### src/rtl/stream_msg_receiver.sv
// stream_msg_receiver: sink of the byte-wide length-prefixed message stream.
// Frame = 2-byte big-endian length header, payload, tlast on the final byte.
// Payload is buffered (first MAX_LEN bytes), the header length is checked
// against the tlast position, and the result is held until frame_ack.
// Optional build macro MSG_CHECK_EN adds msg_match, which compares the payload
// against EXP_MSG. EXP_LEN/EXP_MSG exist only in that build.
module stream_msg_receiver #(
  parameter int MAX_LEN = 64
`ifdef MSG_CHECK_EN
  ,
  parameter int EXP_LEN = 11,
  parameter logic [8*EXP_LEN-1:0] EXP_MSG = "HELLO WORLD"
`endif
  ,
  localparam int AW = (MAX_LEN > 1) ? $clog2(MAX_LEN) : 1
) (
  input  logic          clk,
  input  logic          reset_n,
  input  logic          tvalid,
  output logic          tready,
  input  logic          tlast,
  input  logic [7:0]    tdata,
  output logic          frame_valid,
  input  logic          frame_ack,
  output logic [15:0]   frame_len,
  output logic [15:0]   rx_count,
  output logic          len_err,
  output logic          ovf_err,
  output logic [15:0]   frame_cnt,
`ifdef MSG_CHECK_EN
  output logic          msg_match,
`endif
  input  logic [AW-1:0] rd_addr,
  output logic [7:0]    rd_data
);

  typedef enum logic [2:0] {HDR_HI, HDR_LO, PAYLOAD, DRAIN, HOLD} state_t;

  localparam logic [16:0] MAX_L17 = 17'(MAX_LEN);

  state_t      state_q, state_d;
  logic        tready_q, tready_d;
  logic [15:0] frame_len_q, frame_len_d;
  logic [15:0] rx_count_q, rx_count_d;
  logic        len_err_q, len_err_d;
  logic        ovf_err_q, ovf_err_d;
  logic [15:0] frame_cnt_q, frame_cnt_d;
  logic [7:0]  rd_data_q, rd_data_d;
  logic        beat, wr_en, hold_entry;
  logic [AW-1:0] wr_addr;
  logic [16:0] cnt_inc;
  logic [15:0] rx_sat, hdr_len;
  logic [7:0]  mem_q [MAX_LEN];

  // Frame parser: next state, header/length checks, counters.
  always_comb begin
    state_d     = state_q;
    frame_len_d = frame_len_q;
    rx_count_d  = rx_count_q;
    len_err_d   = len_err_q;
    ovf_err_d   = ovf_err_q;
    frame_cnt_d = frame_cnt_q;
    wr_en       = 1'b0;
    wr_addr     = rx_count_q[AW-1:0];
    beat        = tvalid && tready_q;
    cnt_inc     = {1'b0, rx_count_q} + 17'd1;
    rx_sat      = (&rx_count_q) ? rx_count_q : rx_count_q + 16'd1;
    hdr_len     = {frame_len_q[15:8], tdata};
    case (state_q)
      HDR_HI: if (beat) begin
        frame_len_d[15:8] = tdata;
        if (tlast) begin
          len_err_d = 1'b1;
          state_d   = HOLD;
        end else begin
          state_d = HDR_LO;
        end
      end
      HDR_LO: if (beat) begin
        frame_len_d[7:0] = tdata;
        ovf_err_d        = {1'b0, hdr_len} > MAX_L17;
        if (tlast) begin
          len_err_d = (hdr_len != 16'd0);
          state_d   = HOLD;
        end else if (hdr_len == 16'd0) begin
          len_err_d = 1'b1;
          state_d   = DRAIN;
        end else begin
          state_d = PAYLOAD;
        end
      end
      PAYLOAD: if (beat) begin
        wr_en      = {1'b0, rx_count_q} < MAX_L17;
        rx_count_d = rx_sat;
        if (tlast) begin
          len_err_d = (cnt_inc != {1'b0, frame_len_q});
          state_d   = HOLD;
        end else if (cnt_inc == {1'b0, frame_len_q}) begin
          // header length reached but the frame keeps going
          len_err_d = 1'b1;
          state_d   = DRAIN;
        end
      end
      DRAIN: if (beat) begin
        rx_count_d = rx_sat;
        if (tlast) state_d = HOLD;
      end
      HOLD: if (frame_ack) begin
        state_d     = HDR_HI;
        frame_len_d = 16'd0;
        rx_count_d  = 16'd0;
        len_err_d   = 1'b0;
        ovf_err_d   = 1'b0;
      end
      default: state_d = HDR_HI;
    endcase
    hold_entry = (state_q != HOLD) && (state_d == HOLD);
    if (hold_entry && !len_err_d && !ovf_err_d) frame_cnt_d = frame_cnt_q + 16'd1;
    // registered ready: drops the cycle after the completing beat
    tready_d  = (state_d != HOLD);
    rd_data_d = mem_q[rd_addr];
  end

  // State and result registers.
  always_ff @(posedge clk or negedge reset_n) begin
    if (!reset_n) begin
      state_q     <= HDR_HI;
      tready_q    <= 1'b0;
      frame_len_q <= 16'd0;
      rx_count_q  <= 16'd0;
      len_err_q   <= 1'b0;
      ovf_err_q   <= 1'b0;
      frame_cnt_q <= 16'd0;
      rd_data_q   <= 8'd0;
    end else begin
      state_q     <= state_d;
      tready_q    <= tready_d;
      frame_len_q <= frame_len_d;
      rx_count_q  <= rx_count_d;
      len_err_q   <= len_err_d;
      ovf_err_q   <= ovf_err_d;
      frame_cnt_q <= frame_cnt_d;
      rd_data_q   <= rd_data_d;
    end
  end

  // Payload buffer; contents are not reset.
  always_ff @(posedge clk) begin
    if (wr_en) mem_q[wr_addr] <= tdata;
  end

`ifdef MSG_CHECK_EN
  logic                   mism_q, mism_d;
  logic                   msg_match_q, msg_match_d;
  logic [8*EXP_LEN-1:0]   exp_sh;

  // Compare each stored byte against the expected message; latch result on HOLD entry.
  always_comb begin
    mism_d      = mism_q;
    msg_match_d = msg_match_q;
    exp_sh      = EXP_MSG << {rx_count_q, 3'b000};
    if (wr_en && (({1'b0, rx_count_q} >= 17'(EXP_LEN)) || (tdata != exp_sh[8*EXP_LEN-1 -: 8])))
      mism_d = 1'b1;
    if (hold_entry)
      msg_match_d = !mism_d && (frame_len_d == 16'(EXP_LEN)) && !len_err_d && !ovf_err_d;
    if ((state_q == HOLD) && frame_ack) begin
      mism_d      = 1'b0;
      msg_match_d = 1'b0;
    end
  end

  // Message-check registers.
  always_ff @(posedge clk or negedge reset_n) begin
    if (!reset_n) begin
      mism_q      <= 1'b0;
      msg_match_q <= 1'b0;
    end else begin
      mism_q      <= mism_d;
      msg_match_q <= msg_match_d;
    end
  end

  assign msg_match = msg_match_q;
`endif

  assign tready      = tready_q;
  assign frame_valid = (state_q == HOLD);
  assign frame_len   = frame_len_q;
  assign rx_count    = rx_count_q;
  assign len_err     = len_err_q;
  assign ovf_err     = ovf_err_q;
  assign frame_cnt   = frame_cnt_q;
  assign rd_data     = rd_data_q;

endmodule
### config.mk
export PLATFORM = sky130hd
export DESIGN_NAME = stream_msg_receiver
export DESIGN_NICKNAME = d
export VERILOG_FILES = /design/src/rtl/stream_msg_receiver.sv
export SDC_FILE = /design/constraint.sdc
export NUM_CORES = 1
export LEC_CHECK = 0
export ABC_AREA = 0
export BUFFER_PORTS_ARGS = -buffer_cell sky130_fd_sc_hd__buf_2
export CAP_MARGIN = 20
export CORE_ASPECT_RATIO = 1.75
export CORE_MARGIN = 3
export CORE_UTILIZATION = 51
export CTS_BUF_LIST = sky130_fd_sc_hd__clkbuf_2
export CTS_CLUSTER_DIAMETER = 40
export DETAILED_ROUTE_END_ITERATION = 6
export PLACE_DENSITY = 0.69
export SLEW_MARGIN = 20
export SYNTH_ARGS = -nofsm -noshare
export SYNTH_HDL_FRONTEND = slang
export SYNTH_SLANG_ARGS = --single-unit
### constraint.sdc
create_clock -name clk -period 2.8 [get_ports clk]
set_input_delay 0.28 -clock clk [delete_from_list [all_inputs] [get_ports clk]]
set_output_delay 0.28 -clock clk [all_outputs]
set_load 0.01 [all_outputs]
==> results of run 1 <==
routing by layer:
metal	vias to the layer above	global-route usage [%]	wire length (µm)
met1	6308	27.0	19100
met3	77	3.74	2900
met5	-	0	0
met4	0	7.78	1510
li1	5383	-	-
met2	466	42.8	30000
report_power, final:
| group | internal [mW] | switching (mW) | leakage, nW |
|---|---|---|---|
| Combinational | 1.02 | 1.32 | 2.99 |
| Sequential | 9.53 | 0.235 | 5.41 |
| Clock | 2.03 | 3.08 | 0.885 |
cells in the final DEF, fill, tap and decap left out, types with 4 or more instances in the layout:
cell type | synthesis | final
a31oi_1 | 5 | 4
o21ai_0 | 23 | 22
nor2_1 | 89 | 89
clkinv_1 | 0 | 24
xor2_1 | 13 | 13
nor4_1 | 7 | 5
nand2_1 | 36 | 35
o41ai_1 | 7 | 7
buf_12 | 0 | 11
clkinv_2 | 0 | 6
nor3b_1 | 5 | 5
a21oi_1 | 5 | 4
inv_1 | 10 | 10
dlygate4sd3_1 | 0 | 22
nand4_1 | 13 | 13
a22o_1 | 16 | 16
and3_1 | 8 | 8
clkbuf_2 | 0 | 185
and2_1 | 9 | 9
dfrtp_1 | 62 | 61
edfxtp_1 | 512 | 512
buf_4 | 0 | 136
nand3_1 | 14 | 14
xnor2_1 | 24 | 24
nor3_1 | 8 | 6
mux4_2 | 168 | 168
or3_1 | 5 | 5
buf_2 | 10 | 76
stage by stage:
step | hold slack, ns | cell area (µm²) | cells | setup slack (ns)
after floorplan | -0.0156 | 23000 | 1148 | 0.106
after global placement | 0.315 | 25100 | 1877 | 0.0688
after detailed placement | 0.318 | 25100 | 1877 | 0.0255
after CTS | 0.0293 | 26500 | 2123 | 0.00268
after global routing | 0.0769 | 26500 | 2126 | 0.00724
final | 0.151 | 26500 | 2126 | 0.136
state kept, by name (all words and copies together) (netlist names):
register   flops
len_err        1
rx_count      16
mem_q        512
frame_cnt     16
frame_len     16
tready         1
rd_data        8
state_q        3
ovf_err        1
worst max-delay path by stage:
| stage | cells past startpoint | end | startpoint | slack [ns] |
|---|---|---|---|---|
| final | 11 | frame_cnt[3] | rx_count[0] | 0.14 |
| after detailed placement | 12 | frame_cnt[3] | rx_count[0] | 0.03 |
| after CTS | 11 | frame_cnt[3] | rx_count[0] | 0.003 |
| after floorplan | 5 | rd_data[0] | rd_addr[0] | 0.11 |
| after global placement | 12 | frame_cnt[3] | rx_count[0] | 0.07 |
| after global routing | 11 | frame_cnt[3] | rx_count[0] | 0.007 |
timing repair:
action	4_1_cts	5_1_grt
resized for setup	1	12
endpoints found under the hold margin	518	0
pin swaps	0	1
setup buffers	0	2
hold buffers	24	0
endpoints found under the setup margin	1	26
cell type report:
type / count / area, µm² / share of cell area (%)
well taps: 572 / 716 / 2.70
repair buffers: 246 / 1860 / 7.00
flip-flops and latches: 574 / 16900 / 63.8
clock buffers: 185 / 926 / 3.49
inverters: 10 / 37.5 / 0.142
diodes: 2 / 5.00 / 0.0189
clock inverters: 37 / 229 / 0.863
multi-input cells: 500 / 5830 / 22.0
worst max-delay path, cell delays in order, from the launching register on:
cell and delay (ns):
dfrtp_1 0.38, ha_2 0.22, nand4_1 0.14, buf_4 0.19, or2_0 0.24, a211o_1 0.27
and4bb_2 0.26, a21o_1 0.22, a21oi_4 0.16, buf_12 0.15, and4_1 0.20, xor2_1 0.14
cell families (layout without fill, tap and decap cells):
| logic type | count (synthesis) | after routing |
|---|---|---|
| buf+inv | 74 | 478 |
| fa+ha+maj | 2 | 2 |
| compound gates | 73 | 73 |
| mux | 171 | 171 |
| xor+xnor | 37 | 37 |
| simple gates | 217 | 217 |
| flops | 574 | 574 |
| other cells | 0 | 2 |
==> run metrics, run 1 <==
outcome=completed; Post-synth EDFFs=512; gr usage total=23.0%; Clock transition at path regs=0.11 ns; sequential fraction of the synthesis area=73.6%; gpl congestion=0.888; Leakage=9.28 nW; endpoints failing hold=0; io pins=79; RSZ-0062 raised after global routing=false; Slew Viols, Final=0; nets=1473; vias post-DR=12234; Synth Area in XOR/XNOR=1.41%; largest net degree at the start of global routing=67; Max IR drop VDD=0.000601 V; Synth Instances=1148; Synth area leader=edfxtp_1; Worst-Margin Slew=0.811 ns; CP Class=reg2reg; worst min-delay path class=in2reg; Synth top cells by count=edfxtp_1 (512), mux4_2 (168), nor2_1 (89); top_reg_cell synth=edfxtp_1; area of the core=44400 µm²; Initial Util=51.8%; Adder-Cell Fraction of Synth Area=0.109%; setup TNS=0 ns; # rows=102; Post-Synth Simple-Gate Area=4.75%; final setup vio count=0; Total Wirelength=53600 µm; Syn Nets=1169; Layout area overhead=15.3%; Post-route DRC=0; Congestion Overflow GR=0; die height=287 µm; Die ar.=47800 µm²; Setup Skew=0.0534 ns; number of buffers added on ports=78; Worst R2R Start=rx_count[0]; Root Buffer=clkbuf_2; mean post-synth cell area=20.0 µm²; mux cell area share after synthesis=16.6%; CP Capture Type=register; Max Freq=0.375 GHz; Post-synth ARST share=10.8%; slew margin rel.=45.9%; Clock Path Buffers=3; crit share post-route=95.1%; routed len/inst=25.2 µm; initial antenna violation count=2; mapped cell area=23000 µm²; post-synth top area share=66.8%; Synth warnings=0; register-to-register setup slack=0.14 ns; largest family of logic cells by synthesized area=multiplexers; Final ANT Viol Nets=0; crit-path max FO=15; Max-cap violations=0; Data required, critical path=3.79 ns; Worst Reg-to-Reg Cells=11; Hold EP=rd_data[5]; total CTS buffers=120; Compound-Gate Fraction of Synth Area=2.26%; vias per cell=5.75; overall power=17.2 mW; first-pass GRT wire length=81700 µm; HP Start=rd_addr[2]; Synth cell types=53; fin util=59.7%; Detailed Routing Iterations Pass 1=6; Pwr per Cell Area=649 nW/µm²; CP startpoint kind=register; Worst EP arrival=3.65 ns; Iteration-0 DRC Markers=828; share of cells above drive strength 1=39.5%; synth top area cells=edfxtp_1 (67%), mux4_2 (16%), dfrtp_1 (6.7%); FILL cells=3372; fin crit period=2.66 ns; clk_lat worst skew=1.07 ns; chip width=167 µm; worst reg2reg endpoint=frame_cnt[3]; most frequent cell after synthesis=edfxtp_1; clk sink count=574; FF+latch count, synth=574; Hold Path Depth=4; H-tree depth=3; CTS tree=yes; HPWL after DPL=35500 µm; number of global-route vias before repair=13054
(Power assumes the default switching activity.)
==> run 2: changes to the inputs <==
Settings changed: CORE_MARGIN 3 to 1, SETUP_SLACK_MARGIN set to 0.3.
==> run 2 against run 1 <==
  * Sequential share of layout area fell by 1.5 points
  * Maximum frequency down 3.8%
  * Power is 0.21% higher
  * Via count is 3.3% higher
  * Flip-flop and latch count did not move
  * Count of clock-buffer cells in the layout shrank 17
  * Global-route usage increased by 1.7 points
  * Worst hold slack improved by 0.024 ns
  * Worst setup slack lost 0.10 ns
  * Cell count grew 0.56%
  * Core utilization is 1.5 points higher
==> run metrics, run 2 (synthesis gave the netlist of run 1 again) <==
outcome=completed (unchanged); Final ANT Viol Nets=0 (unchanged); CTS tree=yes (unchanged); Non-Filler Instances=2138 (was 2126); worst min-delay path class=in2reg (unchanged); fin crit period=2.77 ns (was 2.66 ns); Switching Share=27.6% (was 26.9%); overall power=17.2 mW (about the same); CP startpoint kind=register (unchanged); share of cells above drive strength 1=44.2% (was 39.5%); Slew Viols, Final=0 (unchanged); H-tree depth=3 (unchanged); HPWL after DPL=36100 µm (was 35500 µm); placed cells=1867 (was 1877); final setup vio count=0 (unchanged); Congestion Overflow GR=0 (unchanged); Comb pwr share=15.2% (was 13.6%); clock share of power=27.9% (was 29.7%); endpoints failing hold=0 (unchanged); most frequent cells in the layout=edfxtp_1 (512), mux4_2 (168), clkbuf_2 (168), buf_4 (130), buf_2 (77) (was edfxtp_1 (512), clkbuf_2 (185), mux4_2 (168), buf_4 (136), nor2_1 (89)); Die ar.=46000 µm² (was 47800 µm²); Hold Path Depth=4 (unchanged); crit share post-route=98.9% (was 95.1%); clk sink count=574 (unchanged); Worst Reg-to-Reg Cells=10 (was 11); Clock Path Buffers=3 (unchanged); initial antenna violation count=3 (was 2); CP Capture Type=register (unchanged); sequential power share=56.9% (was 56.7%); setup TNS=0 ns (unchanged); Biggest register=mem_q (unchanged); net switching power=4.76 mW (was 4.63 mW); die height=283 µm (was 287 µm); number of buffers added on ports=78 (unchanged); routed len/inst=26.1 µm (was 25.2 µm); number of global-route vias before repair=13127 (was 13054); Max Freq=0.361 GHz (was 0.375 GHz); largest net degree at the start of global routing=67 (unchanged); vias post-DR=12639 (was 12234); Max-cap violations=0 (unchanged); cell-internal power=12.5 mW (was 12.6 mW); vias per cell=5.91 (was 5.75); Reg area=16900 µm² (about the same); CP Class=reg2reg (unchanged); area of the multi-input gates=6180 µm² (was 5830 µm²); hold slack=0.175 ns (was 0.151 ns); RSZ-0062 raised after global routing=true (was false); Clock transition at path regs=0.10 ns (was 0.11 ns); total CTS buffers=118 (was 120); crit-path max FO=5 (was 15); Total Wirelength=55800 µm (was 53600 µm); Worst-Margin Slew=0.793 ns (was 0.811 ns); first-pass GRT wire length=81700 µm (about the same); Worst EP arrival=3.72 ns (was 3.65 ns); Max IR drop VDD=0.000599 V (was 0.000601 V); area post-placement=25000 µm² (was 25100 µm²); Pwr per Cell Area=634 nW/µm² (was 649 nW/µm²); chip width=163 µm (was 167 µm); Root Buffer=clkbuf_2 (unchanged); Initial Util=51.8% (unchanged); gr usage total=24.7% (was 23.0%); gpl congestion=0.908 (was 0.888); Detailed Routing Iterations Pass 1=7 (was 6); FILL cells=3226 (was 3372); nets=1501 (was 1473); Iteration-0 DRC Markers=909 (was 828); Layout area overhead=18.2% (was 15.3%); Post-route DRC=0 (unchanged); Setup Skew=0.0722 ns (was 0.0534 ns); slew margin rel.=46.7% (was 45.9%); Final Instance Area=27200 µm² (was 26500 µm²); max reg flops=512 (unchanged); area of the core=44400 µm² (unchanged); io pins=79 (unchanged); Data required, critical path=3.75 ns (was 3.79 ns); Leakage=9.53 nW (was 9.28 nW); clk_lat worst skew=1.06 ns (was 1.07 ns); # rows=102 (unchanged); commonest non-fill, non-tap cell in the layout=edfxtp_1 (unchanged)
[run 2: changes by cell type in the layout (fill, tap and decap cells not counted), sizes merged]
cell	change
buf	+30
bufinv	-1
clkbuf	-15
clkinv	+2
clkinvlp	-1
diode	-1
dlygate4sd3	-2
[run 2: routing by layer]
metal | part of all wire [%] | GRT usage, % | up-vias
met5 | 0.023 | 0 | -
met4 | 4.3 | 11.4 | 2
met3 | 5.2 | 4.04 | 127
met2 | 56 | 44.9 | 509
met1 | 34 | 28.1 | 6561
li1 | - | - | 5440
[run 2: what timing repair did]
action                                  4_1_cts  5_1_grt
gates resized for setup                      41      118
hold endpoints to repair                    529        0
hold buffers                                 21        0
pin swaps                                    13       22
endpoints found under the setup margin      279      472
gates cloned                                  0        3
setup buffers                                20       21
[run 2: path summary, 6_finish.rpt]
check | start | end | slack [ns]
max reg2reg | rx_count[8] | frame_cnt[1] | 0.03
min reg2reg | frame_cnt[15] | frame_cnt[15] | 0.49
min in group asynchronous | reset_n | frame_len[15] | 0.39
max | rx_count[8] | frame_cnt[1] | 0.03
max in group asynchronous | reset_n | frame_cnt[5] | 1.93
min | rd_addr[2] | rd_data[5] | 0.17
[run 2: critical path: stages, from the launching register on]
cell,delay [ns]
dfrtp_1,0.44
buf_4,0.19
xnor2_2,0.25
nor4bb_1,0.36
a211o_1,0.17
o21ai_1,0.06
and4bb_2,0.35
a31oi_2,0.14
a21oi_4,0.22
buf_4,0.15
mux2_2,0.32
[run 2: layout make-up]
cell class / count / area share, %
multi-input cells: 500 / 22.7
inverters: 10 / 0.138
clock inverters: 37 / 0.727
well taps: 572 / 2.63
clock buffers: 168 / 3.09
repair buffers: 276 / 8.37
flip-flops and latches: 574 / 62.3
diodes: 1 / 0.00920
[run 2: metrics by stage]
stage	util (%)	setup slack (ns)
6_report	61.2	0.0313
5_1_grt	61.2	-0.0901
4_1_cts	59.8	0.156
3_5_place_dp	56.3	-0.411
3_3_place_gp	56.3	-0.457
2_1_floorplan	-	0.303
[run 2: power by group through the flow]
stage                     Combinational [mW]  Sequential [mW]  Clock [mW]
after floorplan                         1.28             9.97           0
after global placement                  2.17             9.98           0
after detailed placement                2.20             9.99           0
after CTS                               2.34             9.82        4.96
after global routing                    2.79             9.85        5.30
final                                   2.62             9.82        4.81
==> run 3: changes to the inputs <==
Settings changed: PLACE_DENSITY 0.69 to 0.65.
==> run 3 against run 2 <==
  * Count of clock-buffer cells in the layout is 12 higher
  * Flip-flop and latch count stayed put
  * Worst setup slack better by 0.047 ns
  * Die area stayed put
  * Critical path depth is 1 higher
  * Non-clock buffer count is 18 lower
  * Worst hold slack worse by 0.013 ns
  * Maximum frequency is 1.7% higher
  * Combinational power is 2% lower
  * Sequential share of layout area is 0.37 points lower
  * Critical path type unchanged
  * Largest power group unchanged
==> run metrics, run 3 (synthesis gave the netlist of run 1 again) <==
crit-path cells=ha_4 -> nand4_1 -> buf_6 -> or2_0 -> a211o_1 -> and4bb_4 -> a21o_1 -> a21oi_4 -> clkbuf_16 -> nand4_1 -> xnor2_1 (was buf_4 -> xnor2_2 -> nor4bb_1 -> a211o_1 -> o21ai_1 -> and4bb_2 -> a31oi_2 -> a21oi_4 -> buf_4 -> mux2_2); final setup vio count=0 (unchanged); RSZ-0062 raised after global routing=true (unchanged); number of buffers added on ports=78 (unchanged); endpoints failing hold=0 (unchanged); vias per cell=5.89 (was 5.91); commonest non-fill, non-tap cell in the layout=edfxtp_1 (unchanged); Crit path largest cell delay=0.45 ns (was 0.44 ns); crit-path max FO=6 (was 5); total CTS buffers=120 (was 118); Root Buffer=clkbuf_2 (unchanged); Setup Skew=0.0614 ns (was 0.0722 ns); # rows=102 (unchanged); Slowest-stage cell, CP=dfrtp_1 (unchanged); area of the core=44400 µm² (unchanged); Iteration-0 DRC Markers=866 (was 909); Congestion Overflow GR=0 (unchanged); Post-route DRC=0 (unchanged); largest net degree at the start of global routing=67 (unchanged); Slew Viols, Final=0 (unchanged); Layout area overhead=18.9% (was 18.2%); io pins=79 (unchanged); worst min-delay path class=in2reg (unchanged); H-tree depth=3 (unchanged); Leakage=9.54 nW (was 9.53 nW); HPWL after DPL=34500 µm (was 36100 µm); most frequent cells in the layout=edfxtp_1 (512), clkbuf_2 (180), mux4_2 (168), buf_4 (87), buf_2 (77) (was edfxtp_1 (512), mux4_2 (168), clkbuf_2 (168), buf_4 (130), buf_2 (77)); Worst EP arrival=3.67 ns (was 3.72 ns); Final ANT Viol Nets=0 (unchanged); fin util=61.6% (was 61.2%); clk sink count=574 (unchanged); max reg flops=512 (unchanged); vias post-DR=12565 (was 12639); outcome=completed (unchanged); hold slack=0.162 ns (was 0.175 ns); Pwr per Cell Area=650 nW/µm² (was 634 nW/µm²); nets=1485 (was 1501); routed len/inst=25.9 µm (was 26.1 µm); Max IR drop VDD=0.000714 V (was 0.000599 V); crit share post-route=97.2% (was 98.9%); fin crit period=2.72 ns (was 2.77 ns); Max-cap violations=0 (unchanged); setup TNS=0 ns (unchanged); Data required, critical path=3.75 ns (about the same); chip width=163 µm (unchanged); CTS tree=yes (unchanged); die height=283 µm (unchanged); share of cells above drive strength 1=44.5% (was 44.2%); Clock Path Buffers=3 (unchanged); Biggest register=mem_q (unchanged); Die ar.=46000 µm² (unchanged); Clock transition at path regs=0.13 ns (was 0.10 ns); initial antenna violation count=2 (was 3); first-pass GRT wire length=82000 µm (was 81700 µm); Worst-Margin Slew=0.801 ns (was 0.793 ns); Crit path top cell by count=nand4_1 (was buf_4); gpl congestion=0.877 (was 0.908); Max Freq=0.367 GHz (was 0.361 GHz); number of global-route vias before repair=13062 (was 13127); Initial Util=51.8% (unchanged); slew margin rel.=46.6% (was 46.7%); clk_lat worst skew=1.09 ns (was 1.06 ns); gr usage total=24.9% (was 24.7%); CP Capture Type=register (unchanged); CP Class=reg2reg (unchanged); Total Wirelength=55400 µm (was 55800 µm); CP startpoint kind=register (unchanged); Detailed Routing Iterations Pass 1=5 (was 7)
run 3: path summary, 6_finish.rpt:
kind / startpoint / endpoint / depth (start not counted) / slack (ns)
max: rx_count[1] / frame_cnt[6] / 11 / 0.08
min: tvalid / state_q[0] / 5 / 0.16
max reg2reg: rx_count[1] / frame_cnt[6] / 11 / 0.08
min reg2reg: frame_cnt[15] / frame_cnt[15] / 1 / 0.49
max in group asynchronous: reset_n / frame_len[12] / 5 / 1.86
min in group asynchronous: reset_n / frame_len[7] / 4 / 0.25
run 3: metal layers:
layer | global-route usage, % | share of wire, %
met1 | 29.5 | 36
met4 | 8.64 | 3.2
met5 | 0 | 0
met3 | 3.73 | 4.8
met2 | 45.6 | 56
run 3: cell type report:
type	instances	area (µm²)
tap	572	716
antenna	2	5.00
timing repair buffer	258	2220
clock buffer	180	901
multi-input combinational	500	6210
inverter	10	37.5
clock inverter	39	328
sequential	574	16900
fill	3229	17100
run 3: worst max-delay path, delay by kind of cell (launching register included):
family	cells	cell delay, ns
AOI/OAI and AO/OA	3	0.77
and+or+nand+nor	4	0.68
DFF	1	0.45
buffers and inverters	2	0.36
adders and majority gates	1	0.20
xor gates and xnor gates	1	0.15
run 3: where the power goes:
group / internal, mW / switching [mW]
registers: 9.53 / 0.305
clock network: 2.28 / 3.10
logic: 1.14 / 1.43
run 3: through the flow:
stage / cell area, µm² / worst slack, ns / power [mW] / std cells
2_1_floorplan: 23100 / 0.303 / 11.2 / 1148
5_1_grt: 27400 / -0.00788 / 18.5 / 2135
4_1_cts: 26700 / 0.185 / 17.6 / 2107
3_5_place_dp: 24900 / -0.115 / 12.1 / 1858
3_3_place_gp: 24900 / -0.0121 / 12.1 / 1858
6_report: 27400 / 0.0780 / 17.8 / 2135
run 3: what timing repair did:
item | CTS | global route
endpoints found under the setup margin | 257 | 456
buffers inserted | 9 | 25
gates resized for setup | 78 | 104
hold endpoints to repair | 630 | 0
gates cloned | 0 | 1
hold buffers | 21 | 0
pin swaps | 19 | 15
